$ cat src/rtl/rle_encoder.sv
// Streaming run-length encoder: pixel stream in, (pixel, count) pairs out, valid/ready on both sides.
// Define RLE_ENCODER_STATS_EN to add the stat_pixels / stat_pairs counters.
module rle_encoder #(
  parameter int DATA_WIDTH  = 8,
  parameter int COUNT_WIDTH = 8
) (
  input  logic                   clk,
  input  logic                   rst,
  input  logic                   start,
  input  logic [DATA_WIDTH-1:0]  pixel_in,
  input  logic                   valid_in,
  input  logic                   last_in,
  output logic                   ready_in,
  output logic [DATA_WIDTH-1:0]  data_out,
  output logic [COUNT_WIDTH-1:0] count_out,
  output logic                   valid_out,
  output logic                   last_out,
  input  logic                   ready_out,
  output logic                   done
`ifdef RLE_ENCODER_STATS_EN
  ,
  output logic [31:0]            stat_pixels,
  output logic [31:0]            stat_pairs
`endif
);

  localparam logic [1:0] IDLE  = 2'd0;
  localparam logic [1:0] RUN   = 2'd1;
  localparam logic [1:0] FLUSH = 2'd2;
  localparam logic [1:0] DONE  = 2'd3;

  localparam logic [COUNT_WIDTH-1:0] MAX_RUN = '1;
  localparam logic [COUNT_WIDTH-1:0] ONE     = COUNT_WIDTH'(1);

  logic [1:0]             state;
  logic [DATA_WIDTH-1:0]  run_pix;
  logic [COUNT_WIDTH-1:0] run_cnt;
  logic                   run_active;
  logic                   slot_free;
  logic                   accept;
  logic                   pair_taken;

  assign slot_free  = !valid_out || ready_out;
  assign ready_in   = (state == RUN) && slot_free;
  assign accept     = valid_in && ready_in;
  assign pair_taken = valid_out && ready_out;

  always_ff @(posedge clk or negedge rst) begin
    if (!rst) begin
      state      <= IDLE;
      run_pix    <= '0;
      run_cnt    <= '0;
      run_active <= 1'b0;
      data_out   <= '0;
      count_out  <= '0;
      valid_out  <= 1'b0;
      last_out   <= 1'b0;
      done       <= 1'b0;
    end else begin
      done <= 1'b0;
      // Slot empties when taken; a load below in the same cycle refills it with no bubble.
      if (pair_taken) valid_out <= 1'b0;
      case (state)
        IDLE: begin
          if (start) begin
            state      <= RUN;
            run_active <= 1'b0;
          end
        end
        RUN: begin
          if (accept) begin
            if (!run_active) begin
              run_pix    <= pixel_in;
              run_cnt    <= ONE;
              run_active <= 1'b1;
            end else if (pixel_in == run_pix && run_cnt != MAX_RUN) begin
              run_cnt <= run_cnt + ONE;
            end else begin
              valid_out <= 1'b1;
              data_out  <= run_pix;
              count_out <= run_cnt;
              last_out  <= 1'b0;
              run_pix   <= pixel_in;
              run_cnt   <= ONE;
            end
            if (last_in) state <= FLUSH;
          end
        end
        FLUSH: begin
          if (slot_free) begin
            valid_out <= 1'b1;
            data_out  <= run_pix;
            count_out <= run_cnt;
            last_out  <= 1'b1;
            state     <= DONE;
          end
        end
        DONE: begin
          if (pair_taken && last_out) begin
            done       <= 1'b1;
            run_active <= 1'b0;
            state      <= IDLE;
          end
        end
        default: state <= IDLE;
      endcase
    end
  end

`ifdef RLE_ENCODER_STATS_EN
  always_ff @(posedge clk or negedge rst) begin
    if (!rst) begin
      stat_pixels <= '0;
      stat_pairs  <= '0;
    end else if (state == IDLE && start) begin
      stat_pixels <= '0;
      stat_pairs  <= '0;
    end else begin
      if (accept && stat_pixels != '1)    stat_pixels <= stat_pixels + 32'd1;
      if (pair_taken && stat_pairs != '1) stat_pairs  <= stat_pairs + 32'd1;
    end
  end
`endif

endmodule
$ cat config.mk
export PLATFORM = sky130hd
export DESIGN_NAME = rle_encoder
export DESIGN_NICKNAME = d
export VERILOG_FILES = /design/src/rtl/rle_encoder.sv
export SDC_FILE = /design/constraint.sdc
export NUM_CORES = 1
export LEC_CHECK = 0
export CAP_MARGIN = 20
export CELL_PAD_IN_SITES_DETAIL_PLACEMENT = 0
export CELL_PAD_IN_SITES_GLOBAL_PLACEMENT = 1
export CORE_UTILIZATION = 37
export CTS_CLUSTER_SIZE = 28
export DETAILED_ROUTE_END_ITERATION = 16
export GPL_ROUTABILITY_DRIVEN = 1
export PLACE_DENSITY_LB_ADDON = 0.2
export SKIP_LAST_GASP = 1
export SLEW_MARGIN = 20
export SYNTH_ARGS = -nofsm -noshare
export SYNTH_HDL_FRONTEND = slang
export SYNTH_SLANG_ARGS = --single-unit
$ cat constraint.sdc
create_clock -name clk -period 1.7 [get_ports clk]
set_input_delay 0.34 -clock clk [delete_from_list [all_inputs] [get_ports clk]]
set_output_delay 0.34 -clock clk [all_outputs]
set_load 0.005 [all_outputs]
# After elaboration in Yosys (flattened, before gate mapping)
# Index checks and enable logic that the tools add are counted.
[word_totals]
regBits = 38
output_inout_bits = 20
[op_classes]
eq_ne = 13
n_mux = 37
add_sub_neg = 1
reduce_logical = 15
[ops]
columns = ["op", "count"]
rows = [
  ["$mux W8", 12],
  ["$pmux W8 S2", 2],
  ["$ne A2 B2 Y1 const B", 8],
  ["$mux W1", 14],
  ["$mux W2", 5],
  ["$reduce_and A5 Y1", 2],
  ["$add A8 B1 Y8 const B", 1],
  ["$eq A8 B8 Y1", 1],
  ["$ne A8 B8 Y1 const B", 1],
  ["$pmux W2 S4", 1],
  ["$logic_and A1 B1 Y1", 5],
  ["$eq A2 B2 Y1 const B", 2],
  ["$pmux W1 S2", 2],
  ["$reduce_and A4 Y1", 1],
  ["$pmux W1 S3", 1],
  ["$reduce_and A3 Y1", 1],
  ["$reduce_bool A3 Y1", 1],
  ["$eq A2 B1 Y1 const B", 1],
  ["$logic_not A2 Y1", 1],
  ["$reduce_and A2 Y1", 1],
  ["$reduce_bool A2 Y1", 1],
  ["$logic_not A1 Y1", 1],
  ["$logic_or A1 B1 Y1", 1],
]

# Logic depth before layout (Yosys ltp)
[logic_depth]
depth_word = 6
mapped_depth = 8

# Worst setup path before layout
# OpenSTA, ideal clock, no wires.
[synth_path]
path_type = "register to register"
start = "reg state[1]"
end = "reg count_out[3]"
setup_slack_ns = -0.120
arrival_ns = 1.695
required_ns = 1.575
setup_ns = 0.125
period_less_slack_ns = 1.820
stages_incl_launch_ff = 9
cell_sequence = "dfrtp_1 inv_1 ha_1 clkbuf_2 nand2_1 o211ai_1 a31oi_4 buf_6 mux2_4"
[synth_via]
elab_chain_cells = 5
elab_cells_between_ends = 11
cone_classes = "eq/ne: 6; mux: 1; reduce/logical: 4"
[synth_lines]
columns = ["item", "line_no", "rtl"]
rows = [
  ["start, declared", "35", "logic [1:0] state;"],
  ["start signal, assigned", "50", "state <= IDLE;"],
  ["start signal, assigned", "66", "state <= RUN;"],
  ["start signal, assigned", "86", "if (last_in) state <= FLUSH;"],
  ["$eq A2 B1 Y1", "44, 63", ""],
  ["$logic_and A1 B1 Y1", "44", "assign ready_in = (state == RUN) && slot_free;"],
  ["$logic_and A1 B1 Y1", "45", "assign accept = valid_in && ready_in;"],
  ["$ne A2 B2 Y1 (no source line)", "-", ""],
  ["$reduce_and A5 Y1 (no source line)", "-", ""],
  ["end signal, assigned", "81", "count_out <= run_cnt;"],
  ["end signal, assigned", "93", "count_out <= run_cnt;"],
  ["end, declared", "15", "output logic [COUNT_WIDTH-1:0] count_out,"],
]
# Parallel ways exist; a longest one is shown, timed or not.
# A chain may end at the register's enable or synchronous reset.

# Final worst setup path
[layout_path]
start = "reg run_pix[1]"
end = "reg count_out[4]"
[layout_via]
elab_chain_cells = 4
[layout_lines]
columns = ["item", "line_no", "rtl"]
rows = [
  ["start, declared", "36", "logic [DATA_WIDTH-1:0] run_pix;"],
  ["start signal, assigned", "73", "run_pix <= pixel_in;"],
  ["start signal, assigned", "83", "run_pix <= pixel_in;"],
  ["$eq A8 B8 Y1", "76", "end else if (pixel_in == run_pix && run_cnt != MAX_RUN) begin"],
  ["$logic_and A1 B1 Y1", "76", ""],
  ["$ne A2 B2 Y1 (no source line)", "-", ""],
  ["$reduce_and A5 Y1 (no source line)", "-", ""],
]
# Every way passes these cells.

==> results.sh <==
export IMPL_htreeDepth=2
export IMPL_syn_area_um2=1890
export IMPL_muxShareOfSynthArea=0.173
export IMPL_fin_skew_ps=6.48
export IMPL_worst_pin_slew_ps=363
export IMPL_vdd_drop_max_uv=921
export IMPL_grt_pass1_vias=1555
export IMPL_drc_errors=0
export IMPL_cts_sinks=38
export IMPL_drv_slew=0
export IMPL_ys_flop_type="dfrtp_1"
export IMPL_yosysMostFrequentCell="dfrtp_1"
export IMPL_diodes=0
export IMPL_ys_seq_elements=38
export IMPL_syn2layout_area_growth_pct=51.8
export IMPL_hold_viol=0
export IMPL_yosysUniqueCellTypes=35
export IMPL_avgSynthCellArea_um2=11.9
export IMPL_coreArea_um2=4820
export IMPL_fin_ws_ps=-91.9
export IMPL_cts_tree="yes"
export IMPL_p_comb_frac=0.543
export IMPL_dpl_hpwl_um=3230
export IMPL_final_core_utilization=0.594
export IMPL_cellPowerDensity_nw_per_um2=1540
export IMPL_ys_seq_area_frac=0.504
export IMPL_cp_end_kind="flip-flop"
export IMPL_swShare=0.327
export IMPL_fmax_mhz=558
export IMPL_synth_nets=177
export IMPL_setup_violations_final=23
export IMPL_synthAdderAreaFrac=0.0332
export IMPL_min_path_cells=2
export IMPL_synth_top_family_by_area="multiplexers"
export IMPL_port_buffers=33
export IMPL_synth_edff_count=0
export IMPL_crit_required_ps=1870
export IMPL_rsz0062_at_grt="yes"
export IMPL_cp_arrival_ps=1960
export IMPL_drtAntennaViolNets=0
export IMPL_clk_latency_ps=290
export IMPL_synth_compound_area_frac=0.0869
export IMPL_vias=1496
export IMPL_synth_top_area_frac=0.504
export IMPL_wire_per_inst_um=14.7
export IMPL_synthArstFlopShare=1.00
export IMPL_max_stage_delay_ps=400
export IMPL_cts_buffer_depth=2
export IMPL_worstPathMaxFanout=6
export IMPL_slew_headroom=0.757
export IMPL_clk_pin_slew_ps=70
export IMPL_outcome="finished with violations"
export IMPL_clkPwrFrac=0.145
export IMPL_die_w_um=73.4
export IMPL_synth_cells=158
export IMPL_die_area_um2=5390
export IMPL_ys_warn_count=0
export IMPL_root_buffer="clkbuf_8"
export IMPL_grt_pass1_wl_um=7500
export IMPL_synth_common_cells="dfrtp_1 (38), mux2_2 (16), nand2_1 (12)"
export IMPL_cpMaxStageDelayCell="dfrtp_1"
export IMPL_synth_area_leaders="dfrtp_1 (50%), mux2_2 (9.6%), mux2_4 (7.2%)"
export IMPL_synth_top_area_cell="dfrtp_1"
export IMPL_synth_xor_area_frac=0.0372
export IMPL_r2r_cells=6
export IMPL_numCtsBuffers=5
export IMPL_worst_setup_path_start_kind="flip-flop"
export IMPL_fin_nets=257
export IMPL_p_leak_nw=1.34
export IMPL_io_pins=34
export IMPL_p_seq_frac=0.312
export IMPL_fin_crit_ps=1790
export IMPL_violations="setup timing"
export IMPL_rows=25
export IMPL_worst_hold_path_type="in -> reg"
export IMPL_drtIter0Drc=74
export IMPL_gp_congestion=0.775
export IMPL_via_per_inst=4.89
export IMPL_hold_slack_ps=458
export IMPL_p_sw_w=0.00144
export IMPL_yosys_area_share_simple=0.141
export IMPL_drt_pass1_iter_count=4
export IMPL_setup_tns_ps=-1250
export IMPL_drive_gt1_frac=0.402
export IMPL_grt_antenna_before_repair=0
export IMPL_wirelength_um=4500
export IMPL_track_usage=0.189
export IMPL_cp_cell_sequence="xor2_1, nor4_2, and2_4, a31oi_4, buf_12, mux2_4"
export IMPL_p_int_w=0.00296
export IMPL_start_util=0.391
export IMPL_die_h_um=73.4
export IMPL_critPathKind="reg -> reg"
export IMPL_drv_cap=0
export IMPL_grt_max_degree=39
export IMPL_final_period_utilization=1.05
export IMPL_grt_overflow=0
-- cells by family (layout without fill, tap and decap cells) --
| logic type | count (synthesis) | count (layout) |
|---|---|---|
| simple gates | 48 | 49 |
| flops | 38 | 38 |
| mux | 26 | 26 |
| compound gates | 23 | 23 |
| buf+inv | 10 | 90 |
| xor+xnor | 8 | 8 |
| fa+ha+maj | 5 | 5 |
-- flip-flops by register name, summed over array words and instances, names as in the netlist --
signal	flops
done	1
last_out	1
run_pix	8
run_cnt	8
state	2
data_out	8
count_out	8
run_active	1
valid_out	1
-- what timing repair did --
action | 4_1_cts | 5_1_grt
hold buffers | 1 | 0
pin swaps | 2 | 5
setup buffers | 3 | 1
resized for setup | 24 | 13
endpoints found under the setup margin | 31 | 37
cloned | 1 | 0
hold endpoints to repair | 9 | 0
-- final cells by class --
type | count | area (um^2)
tap | 67 | 83.8
sequential | 38 | 951
timing repair buffer | 77 | 702
clock buffer | 7 | 86.3
clock inverter | 1 | 5.00
fill | 424 | 1960
inverter | 5 | 18.8
multi-input combinational | 111 | 1010
-- worst paths after layout --
check	startpoint	end	slack [ps]
setup / recovery	run_pix[1]	count_out[4]	-90
hold / removal	pixel_in[2]	run_pix[2]	460
setup reg to reg	run_pix[1]	count_out[4]	-90
hold reg to reg	data_out[4]	data_out[4]	510
max in group asynchronous	rst	run_cnt[4]	970
min in group asynchronous	rst	data_out[1]	540
-- power groups by stage --
stage          Sequential [W]  Clock, W  Combinational [W]
4_1_cts               0.00137  0.000666            0.00233
3_3_place_gp          0.00136         0            0.00217
6_report              0.00137  0.000639            0.00239
3_5_place_dp          0.00138         0            0.00222
5_1_grt               0.00141  0.000691            0.00258
2_1_floorplan         0.00137         0            0.00120
-- per-layer routing --
layer | vias up | part of all wire | GRT usage
met1 | 726 | 0.44 | 0.244
met3 | 7 | 0.037 | 0.0412
met2 | 30 | 0.51 | 0.313
met4 | 0 | 0.016 | 0.0705
li1 | 733 | - | -
met5 | - | 0 | 0
-- metrics by stage --
stage / cells / total power (W) / setup slack (ps) / cell area, um^2
2_1_floorplan: 158 / 0.00257 / -91.6 / 1920
4_1_cts: 305 / 0.00437 / -211 / 2810
3_5_place_dp: 292 / 0.00361 / -535 / 2620
5_1_grt: 306 / 0.00468 / -176 / 2860
3_3_place_gp: 292 / 0.00352 / -502 / 2620
6_report: 306 / 0.00440 / -91.9 / 2860
-- cells in the final DEF (no fill, tap or decap), types with 2 or more instances in the layout --
cell / n
dlygate4sd2_1: 8
or3_1: 2
and2_1: 3
o21ai_0: 6
buf_6: 3
nand2_8: 2
clkdlybuf4s50_1: 22
xor2_1: 8
buf_12: 3
buf_4: 37
nand3b_1: 2
a21o_1: 2
nand4_1: 5
nand2_1: 12
a21oi_2: 2
mux2_4: 18
and3_1: 2
dfrtp_1: 38
mux2_2: 7
inv_2: 2
nor4_2: 2
inv_1: 3
a21oi_1: 2
nor2_1: 4
o21ai_1: 2
nand3_1: 6
clkbuf_8: 6
a32oi_1: 2
dlymetal6s2s_1: 2
ha_1: 3
-- critical path: cells and delay by family, from the launching register on --
family	cells	cell delay, ps
buffers and inverters	1	170
muxes	1	300
AOI/OAI and AO/OA	1	120
and+or+nand+nor	2	530
xor gates and xnor gates	1	160
DFF	1	400
No activity file was read; power rests on OpenSTA's default activity.
